`config.mk`:
```
export PLATFORM = sky130hd
export DESIGN_NAME = reply_buffer
export DESIGN_NICKNAME = d
export VERILOG_FILES = /design/src/rtl/bos_pkg.sv /design/src/rtl/sync_fifo_sa.sv /design/src/rtl/reply_buffer.sv
export SDC_FILE = /design/constraint.sdc
export NUM_CORES = 2
export LEC_CHECK = 0
export ABC_CLOCK_PERIOD_IN_PS = 9000
export BUFFER_PORTS_ARGS = -buffer_cell sky130_fd_sc_hd__buf_2
export CAP_MARGIN = 40
export CORE_MARGIN = 1.5
export CORE_UTILIZATION = 50
export CTS_CLUSTER_DIAMETER = 150
export DETAILED_ROUTE_END_ITERATION = 7
export PLACE_DENSITY = 0.62
export SLEW_MARGIN = 5
export SYNTH_ARGS = -nofsm -noshare
export SYNTH_HDL_FRONTEND = slang
export SYNTH_SLANG_ARGS = --single-unit
```
`constraint.sdc`:
```
create_clock -name clk -period 9 [get_ports clk]
set_clock_uncertainty 0.15 [all_clocks]
set_input_delay 0.45 -clock clk [delete_from_list [all_inputs] [get_ports clk]]
set_output_delay 0.45 -clock clk [all_outputs]
set_load 0.02 [all_outputs]
```
`src/rtl/bos_pkg.sv`:
```
// Shared constants for the slave-bus reply path.
package bos_pkg;
    localparam int unsigned BYTE_W      = 8;
    localparam int unsigned LEN_W       = 8;
    localparam int unsigned MAX_MSG_LEN = 255;
endpackage

```
`src/rtl/sync_fifo_sa.sv`:
```
// Small show-ahead synchronous FIFO: data_o always shows the head entry.
module sync_fifo_sa #(
    parameter int unsigned WIDTH = 8,
    parameter int unsigned DEPTH = 8
) (
    input  logic             clk_i,
    input  logic             rst_ni,
    input  logic             clr_i,
    input  logic             push_i,
    input  logic [WIDTH-1:0] data_i,
    input  logic             pop_i,
    output logic [WIDTH-1:0] data_o,
    output logic             empty_o,
    output logic             full_o
);
    localparam int unsigned AW = $clog2(DEPTH);

    logic [WIDTH-1:0] mem_q [DEPTH];
    logic [AW:0]      wr_ptr_q, wr_ptr_d;
    logic [AW:0]      rd_ptr_q, rd_ptr_d;
    logic             do_push, do_pop;

    assign empty_o = (wr_ptr_q == rd_ptr_q);
    assign full_o  = ((wr_ptr_q - rd_ptr_q) == (AW+1)'(DEPTH));
    assign data_o  = mem_q[rd_ptr_q[AW-1:0]];
    assign do_push = push_i & ~full_o & ~clr_i;
    assign do_pop  = pop_i & ~empty_o & ~clr_i;

    always_comb begin
        wr_ptr_d = wr_ptr_q;
        rd_ptr_d = rd_ptr_q;
        if (clr_i) begin
            wr_ptr_d = '0;
            rd_ptr_d = '0;
        end else begin
            if (do_push) wr_ptr_d = wr_ptr_q + 1'b1;
            if (do_pop)  rd_ptr_d = rd_ptr_q + 1'b1;
        end
    end

    always_ff @(posedge clk_i or negedge rst_ni) begin
        if (!rst_ni) begin
            wr_ptr_q <= '0;
            rd_ptr_q <= '0;
        end else begin
            wr_ptr_q <= wr_ptr_d;
            rd_ptr_q <= rd_ptr_d;
        end
    end

    always_ff @(posedge clk_i) begin
        if (do_push) mem_q[wr_ptr_q[AW-1:0]] <= data_i;
    end
endmodule

```
`src/rtl/reply_buffer.sv`:
```
// Reply message buffer: stores only complete messages, drops overflowing ones whole.
// Optional saturating drop counter enabled by REPLY_BUF_DROP_CNT_EN.
module reply_buffer
    import bos_pkg::*;
#(
    parameter int unsigned DEPTH     = 256,
    parameter int unsigned LEN_DEPTH = 8
) (
    input  logic              n_rst,
    input  logic              clk,
    input  logic              wr_ena,
    input  logic [BYTE_W-1:0] wr_data,
    input  logic              wr_last,
    input  logic              flush,
    input  logic              rdreq,
    output logic              have_msg,
    output logic [LEN_W-1:0]  len,
    output logic [BYTE_W-1:0] out_data,
    output logic              overflow
`ifdef REPLY_BUF_DROP_CNT_EN
    ,
    output logic [7:0]        drop_cnt
`endif
);
    localparam int unsigned AW = $clog2(DEPTH);

    logic [BYTE_W-1:0] mem_q [DEPTH];
    logic [AW:0]       wr_spec_q, wr_spec_d;
    logic [AW:0]       wr_com_q, wr_com_d;
    logic [AW:0]       rd_ptr_q, rd_ptr_d;
    logic [LEN_W-1:0]  msg_cnt_q, msg_cnt_d;
    logic [LEN_W-1:0]  rd_cnt_q, rd_cnt_d;
    logic              bad_q, bad_d;
    logic              ovf_q, ovf_d;

    logic              store_full, byte_bad, byte_wr, commit, commit_ok;
    logic              rd_fire, last_pop;
    logic [LEN_W-1:0]  len_head;
    logic              len_empty, len_full;

    // Occupancy counts speculative bytes against the read pointer, not the committed one.
    assign store_full = ((wr_spec_q - rd_ptr_q) == (AW+1)'(DEPTH));
    assign byte_bad   = bad_q | store_full | (msg_cnt_q == LEN_W'(MAX_MSG_LEN));
    assign byte_wr    = wr_ena & ~flush & ~byte_bad;
    assign commit     = wr_ena & wr_last & ~flush;
    assign commit_ok  = commit & ~byte_bad & ~len_full;

    assign have_msg = ~len_empty;
    assign rd_fire  = rdreq & have_msg & ~flush;
    assign last_pop = rd_fire & ((rd_cnt_q + 1'b1) == len_head);
    assign len      = have_msg ? len_head : '0;
    assign out_data = have_msg ? mem_q[rd_ptr_q[AW-1:0]] : '0;
    assign overflow = ovf_q;

    always_comb begin
        wr_spec_d = wr_spec_q;
        wr_com_d  = wr_com_q;
        rd_ptr_d  = rd_ptr_q;
        msg_cnt_d = msg_cnt_q;
        rd_cnt_d  = rd_cnt_q;
        bad_d     = bad_q;
        ovf_d     = 1'b0;
        if (flush) begin
            wr_spec_d = '0;
            wr_com_d  = '0;
            rd_ptr_d  = '0;
            msg_cnt_d = '0;
            rd_cnt_d  = '0;
            bad_d     = 1'b0;
        end else begin
            if (wr_ena) begin
                if (wr_last) begin
                    if (commit_ok) begin
                        wr_spec_d = wr_spec_q + 1'b1;
                        wr_com_d  = wr_spec_q + 1'b1;
                    end else begin
                        wr_spec_d = wr_com_q;
                        ovf_d     = 1'b1;
                    end
                    msg_cnt_d = '0;
                    bad_d     = 1'b0;
                end else if (byte_bad) begin
                    bad_d = 1'b1;
                end else begin
                    wr_spec_d = wr_spec_q + 1'b1;
                    msg_cnt_d = msg_cnt_q + 1'b1;
                end
            end
            if (rd_fire) begin
                rd_ptr_d = rd_ptr_q + 1'b1;
                rd_cnt_d = last_pop ? '0 : rd_cnt_q + 1'b1;
            end
        end
    end

    always_ff @(posedge clk or negedge n_rst) begin
        if (!n_rst) begin
            wr_spec_q <= '0;
            wr_com_q  <= '0;
            rd_ptr_q  <= '0;
            msg_cnt_q <= '0;
            rd_cnt_q  <= '0;
            bad_q     <= 1'b0;
            ovf_q     <= 1'b0;
        end else begin
            wr_spec_q <= wr_spec_d;
            wr_com_q  <= wr_com_d;
            rd_ptr_q  <= rd_ptr_d;
            msg_cnt_q <= msg_cnt_d;
            rd_cnt_q  <= rd_cnt_d;
            bad_q     <= bad_d;
            ovf_q     <= ovf_d;
        end
    end

    always_ff @(posedge clk) begin
        if (byte_wr) mem_q[wr_spec_q[AW-1:0]] <= wr_data;
    end

    sync_fifo_sa #(
        .WIDTH (LEN_W),
        .DEPTH (LEN_DEPTH)
    ) u_len_fifo (
        .clk_i   (clk),
        .rst_ni  (n_rst),
        .clr_i   (flush),
        .push_i  (commit_ok),
        .data_i  (msg_cnt_q + 1'b1),
        .pop_i   (last_pop),
        .data_o  (len_head),
        .empty_o (len_empty),
        .full_o  (len_full)
    );

`ifdef REPLY_BUF_DROP_CNT_EN
    logic [7:0] drop_cnt_q;

    // Survives flush; only reset clears it.
    always_ff @(posedge clk or negedge n_rst) begin
        if (!n_rst) begin
            drop_cnt_q <= '0;
        end else if (ovf_d && (drop_cnt_q != 8'hFF)) begin
            drop_cnt_q <= drop_cnt_q + 1'b1;
        end
    end

    assign drop_cnt = drop_cnt_q;
`endif
endmodule

```
Word level (Yosys, flattened, before mapping)
Memory sizes are Yosys's and may differ from the RTL's.
Cells that the tools add are included.
{"block": "totals", "register_bits": 53, "ramBits": 2112, "input_bits": 14, "output_inout_bits": 18, "word_cells": 88, "n_memories": 2}
{"memory": "mem_q", "depth": 256, "width": 8, "read_ports": 1, "rd_ports_with_merged_regs": 0, "write_ports": 1, "line": "reply_buffer.sv:27", "rtl": "logic [BYTE_W-1:0] mem_q [DEPTH];"}
{"memory": "u_len_fifo.mem_q", "depth": 8, "width": 8, "read_ports": 1, "rd_ports_with_merged_regs": 0, "write_ports": 1, "line": "sync_fifo_sa.sv:18", "rtl": "logic [WIDTH-1:0] mem_q [DEPTH];"}
{"block": "op_classes", "n_addsub": 8, "n_eq_ne": 6, "mux": 35, "n_bitwise": 19, "reduce_logical": 9}
{"operator": "2-to-1 mux 9 bit", "count": 10}
{"operator": "2-to-1 mux 8 bit", "count": 9}
{"operator": "adder 9 x 1 -> 9 bit, second input constant", "count": 2}
{"operator": "adder 8 x 1 -> 8 bit, second input constant", "count": 2}
{"operator": "2-to-1 mux 4 bit", "count": 4}
{"operator": "bitwise AND 1 bit", "count": 13}
{"operator": "2-to-1 mux 1 bit", "count": 12}
{"operator": "nonzero test 2 bit", "count": 5}
{"operator": "equality test 9 bit, second input constant", "count": 1}
{"operator": "subtractor 9 bit", "count": 1}
{"operator": "adder 4 x 1 -> 4 bit, second input constant", "count": 2}
{"operator": "equality test 8 bit", "count": 1}
{"operator": "equality test 8 bit, second input constant", "count": 1}
{"operator": "AND reduction 2 bit", "count": 3}
{"operator": "equality test 4 bit", "count": 1}
{"operator": "equality test 4 bit, second input constant", "count": 1}
{"operator": "NOT 1 bit", "count": 4}
{"operator": "subtractor 4 bit", "count": 1}
{"operator": "inequality test 3 bit, second input constant", "count": 1}
{"operator": "nonzero test 3 bit", "count": 1}
{"operator": "bitwise OR 1 bit", "count": 2}

Longest topological paths before layout
{"block": "logic_depth", "depth_word": 11, "mapped_depth": 17, "depth_no_buf": 11}

Modules after synthesis
From an unflattened synthesis, not the netlist that was laid out.
{"block": "unflattened", "hier_cells": 4042, "area_unflattened_um2": 85746.0}
{"mod": "reply_buffer", "n_inst": 1, "cells_per_inst": 3863, "area_each_um2": 82710.6, "seq_area_each_um2": 62625.1}
{"mod": "sync_fifo_sa", "n_inst": 1, "cells_per_inst": 179, "area_each_um2": 3035.4, "seq_area_each_um2": 2122.0}

Least setup slack after synthesis
OpenSTA, ideal clock, no wires.
{"block": "synth_path", "kind": "register -> register", "start": "reg rd_ptr_q[2]", "end": "mem mem_q[138][0], enable pin", "setup_ns": 0.395, "arrival_time_ns": 4.790, "required_time_ns": 8.455, "slack_ns": 3.665, "path_stages_with_launch": 18, "path_buffers": 8, "period_less_slack_ns": 5.335, "cell_sequence": "dfrtp_1 -> clkbuf_1 -> inv_2 -> buf_1 -> buf_1 -> clkbuf_1 -> ha_1 -> and4_1 -> o21ai_0 -> nor3b_1 -> mux2i_1 -> or4_1 -> buf_2 -> nand3b_2 -> buf_4 -> buf_6 -> buf_6 -> nor4_1"}
{"block": "synth_via", "elab_chain_len": 8}
{"item": "start: declaration", "line": "reply_buffer.sv:30", "rtl": "logic [AW:0] rd_ptr_q, rd_ptr_d;"}
{"item": "start signal: assignment", "line": "reply_buffer.sv:108", "rtl": "rd_ptr_q <= rd_ptr_d;"}
{"item": "subtractor 9 bit", "line": "reply_buffer.sv:42", "rtl": "assign store_full = ((wr_spec_q - rd_ptr_q) == (AW+1)'(DEPTH));"}
{"item": "equality test 9 bit", "line": "reply_buffer.sv:42"}
{"item": "bitwise OR 1 bit (2 in series)", "line": "reply_buffer.sv:43", "rtl": "assign byte_bad = bad_q | store_full | (msg_cnt_q == LEN_W'(MAX_MSG_LEN));"}
{"item": "NOT 1 bit", "line": "reply_buffer.sv:44", "rtl": "assign byte_wr = wr_ena & ~flush & ~byte_bad;"}
{"item": "bitwise AND 1 bit", "line": "reply_buffer.sv:44"}
{"item": "2-to-1 mux 1 bit", "line": "reply_buffer.sv:117", "rtl": "if (byte_wr) mem_q[wr_spec_q[AW-1:0]] <= wr_data;"}
{"item": "2-to-1 mux 1 bit (not written as such)", "line": "reply_buffer.sv:117"}
{"item": "end: declaration", "line": "reply_buffer.sv:27"}
Every way passes these cells.

Worst setup path in the final report
{"block": "layout_path", "start": "reg rd_ptr_q[1]", "end": "out out_data[7]"}
{"block": "layout_via", "elab_chain_len": 2}
{"item": "memory (256 x 8 bit)"}
{"item": "2-to-1 mux 8 bit", "line": "reply_buffer.sv:52", "rtl": "assign out_data = have_msg ? mem_q[rd_ptr_q[AW-1:0]] : '0;"}
{"item": "end: declaration", "line": "reply_buffer.sv:18", "rtl": "output logic [BYTE_W-1:0] out_data,"}
Every way passes these cells.

==> flow_summary.yaml <==
setup_path:
  required_ps: 8400
  critPathKind: "register to primary output"
  cp_max_fo: 125
  start_kind: "register"
  arrival_ps: 6150
  endpoint_kind: "primary output"
global_route:
  antenna_found_initial: 8
  grt_pass1_wl_um: 322000
  groute.usage.overall: 0.259
  grt_overflow_total: 0
  grt_pass1_vias: 43300
  grt_max_degree: 176
die:
  placementRows: 151
  core_area_um2: 170000
  io_pins: 32
  die_w_um: 418
  fp.dieH_um: 418
  start_util: 0.505
  fp.dieArea_um2: 174000
clock_tree:
  root_buffer: "clkbuf_16"
  path_clk_slew_ps: 60
  clock_path_buffers: 3
  htree_levels: 4
  clock-sinks: 2165
  post_cts_resized: 0
  cts_setup_buffers: 0
  cts_buffers: 208
  insertion_delay_ps: 830
  cts_tree: "yes"
logic_synthesis:
  synth_edf_count: 2112
  syn_area_um2: 85900
  synth_seq_cells: 2165
  ys_seq_area_frac: 0.754
  async_flop_share: 0.0245
  ys.flop_type: "edfxtp_1"
  syn_nets: 4121
  synthDistinctLibCells: 65
  synthCells: 4087
  syn_area_per_cell_um2: 21.0
  ys_warn_count: 0
power_and_ir_drop:
  swShare: 0.209
  p_int_mw: 16.2
  p_switching_mw: 4.28
  p_leak_nw: 29.9
  p_comb_frac: 0.037
  ir_drop_uv: 182
  power.share.sequential: 0.540
  p_per_area_nw_per_um2: 210
  p_clk_frac: 0.423
timing:
  finalSetupViolations: 0
  fin_crit_ps: 6750
  hold_viol_final: 0
  rsz0062_at_grt: "false"
  max_slew_margin: 0.207
  maxSlewViolCount: 0
  timing.fmax_ghz: 0.148
  tightest_slew_ps: 1190
  layout_worst_path_cycle_share: 0.751
  finalWorstSetupSlack_ps: 2250
  tns_ps: 0
detailed_routing:
  wl_per_cell_um: 33.2
  vias: 43400
  antenna_left: 0
  first_pass_iters: 5
  drc: 0
  wl_um: 223000
  drt-vias-per-instance: 6.46
  drt_iter0_markers: 5692
cells_and_area:
  synthToLayoutAreaGrowth_pct: 13.4
  drive_gt1_frac: 0.297
  fin_nets: 4357
run_status:
  status: "finished clean"
flow_run:
  maxCapViolCount: 0
placement:
  pre_cts_slack_ps: 2840
  hpwl_um: 134000
  portBuffers: 31
  place.gp.congestion: 0.841
hold_path:
  min_path_type: "input pin to register"
[layout make-up]
cell class	count	area [um^2]
antenna	1	2.50
timing repair buffer	317	2700
inverter	21	87.6
multi-input combinational	1610	20400
clock inverter	136	1280
tap	2218	2780
fill	12400	72600
sequential	2165	64800
clock buffer	250	5430
[per-layer routing]
metal,vias up,routed length (um),track usage,share of wire
met1,23100,90800,0.372,0.41
li1,17900,-,-,-
met2,2104,107000,0.405,0.48
met3,324,19000,0.0508,0.085
met5,-,36,0,0.00016
met4,6,6590,0.0775,0.030
[Yosys cell counts, types with 4 or more instances]
library cell,count,share of area
clkbuf_1,147,0.0064
and3_1,9,0.00066
mux4_2,564,0.15
nand4_1,7,0.00051
a21oi_1,39,0.0023
a22oi_1,50,0.0044
edfxtp_1,2112,0.74
xnor2_1,28,0.0029
nand3_1,36,0.0021
mux2i_1,143,0.017
o211ai_1,11,0.00096
a22o_1,13,0.0013
o22ai_1,8,0.00058
buf_6,17,0.0022
dfrtp_1,53,0.015
nor3b_1,6,0.00052
nor2_1,121,0.0053
xor2_1,10,0.0010
buf_2,65,0.0038
a221oi_1,41,0.0042
nor4_1,215,0.016
o221ai_1,14,0.0014
buf_4,33,0.0029
o21ai_0,45,0.0026
or4_1,5,0.00044
or3_1,7,0.00051
nand2_1,101,0.0044
or2_2,7,0.00051
inv_1,15,0.00066
nand2b_1,4,0.00029
o31ai_1,9,0.00079
ha_1,20,0.0029
and2_1,7,0.00051
a21o_1,4,0.00035
buf_1,29,0.0013
a31oi_1,5,0.00036
a211oi_1,10,0.00087
nor3_1,23,0.0013
nor2b_1,12,0.00087
[cells in the final DEF (no fill, tap or decap), types with 48 or more instances in the layout]
| cell type | synthesis | final |
|---|---|---|
| clkbuf_16 | 0 | 211 |
| buf_4 | 33 | 243 |
| nor4_2 | 0 | 104 |
| mux4_2 | 564 | 564 |
| edfxtp_1 | 2112 | 2112 |
| nor4_1 | 215 | 111 |
| nand2_1 | 101 | 83 |
| nor2_1 | 121 | 116 |
| dfrtp_1 | 53 | 48 |
| mux2i_1 | 143 | 143 |
| a22oi_1 | 50 | 50 |
[metrics by stage]
| step | power (mW) | hold WS (ps) | cell area [um^2] | cells | util |
|---|---|---|---|---|---|
| after global placement | 12.0 | 347 | 89800 | 6237 | 0.528 |
| final | 20.5 | 23.2 | 97500 | 6718 | 0.573 |
| after detailed placement | 12.1 | 359 | 90600 | 6316 | 0.533 |
| after global routing | 21.0 | 35.7 | 97500 | 6718 | 0.573 |
| after floorplan | 11.7 | 4.41 | 85900 | 4087 | - |
| after CTS | 20.6 | 35.7 | 97400 | 6708 | 0.573 |
[cells by family (layout without fill, tap and decap cells)]
group	count (synthesis)	in the layout	synth area share
DFF	2165	2165	0.754
muxes	707	707	0.164
and+or+nand+nor	569	569	0.0345
buffers and inverters	312	724	0.0175
AOI/OAI and AO/OA	276	276	0.0231
xor gates and xnor gates	38	38	0.00387
adders and majority gates	20	20	0.00291
other	0	1	0
[path summary, 6_finish.rpt]
path / start / to / slack (ps) / depth (start not counted)
max: rd_ptr_q[1] / out_data[7] / 2250 / 10
min in group asynchronous: n_rst / rd_cnt_q[6] / 160 / 3
min: wr_data[2] / mem_q[117][2] / 20 / 1
max reg2reg: rd_ptr_q[1] / mem_q[79][6] / 2790 / 11
min reg2reg: wr_com_q[7] / wr_com_q[7] / 370 / 2
max in group asynchronous: n_rst / rd_ptr_q[1] / 7940 / 3
[critical path: stages, from the launching register on]
cell      delay [ps]
dfrtp_4          970
buf_12           460
buf_12           600
mux4_2           470
a22oi_1          600
a21oi_1          170
o21ai_0          340
nand2_1          160
o31ai_1          390
o211ai_1         290
buf_2            270
[timing repair]
item,in CTS,in global routing
hold buffers,6,0
endpoints found under the setup margin,0,0
endpoints found under the hold margin,78,0
[power groups by stage]
stage                     clock [mW]  sequential (mW)  combinational, mW
after CTS                       8.79             11.1              0.763
after floorplan                    0             11.3              0.390
final                           8.66             11.1              0.756
after detailed placement           0             11.3              0.761
after global placement             0             11.3              0.742
after global routing            9.17             11.1              0.797
[sequential cells by signal, indices dropped and copies added, names as in the netlist]
name and cells:
mem_q 2048, u_len_fifo.mem_q 64, rd_ptr_q 9, wr_com_q 9, wr_spec_q 9, msg_cnt_q 8
rd_cnt_q 8, u_len_fifo.rd_ptr_q 4, u_len_fifo.wr_ptr_q 4, bad_q 1, overflow 1
(Power assumes the default switching activity.)
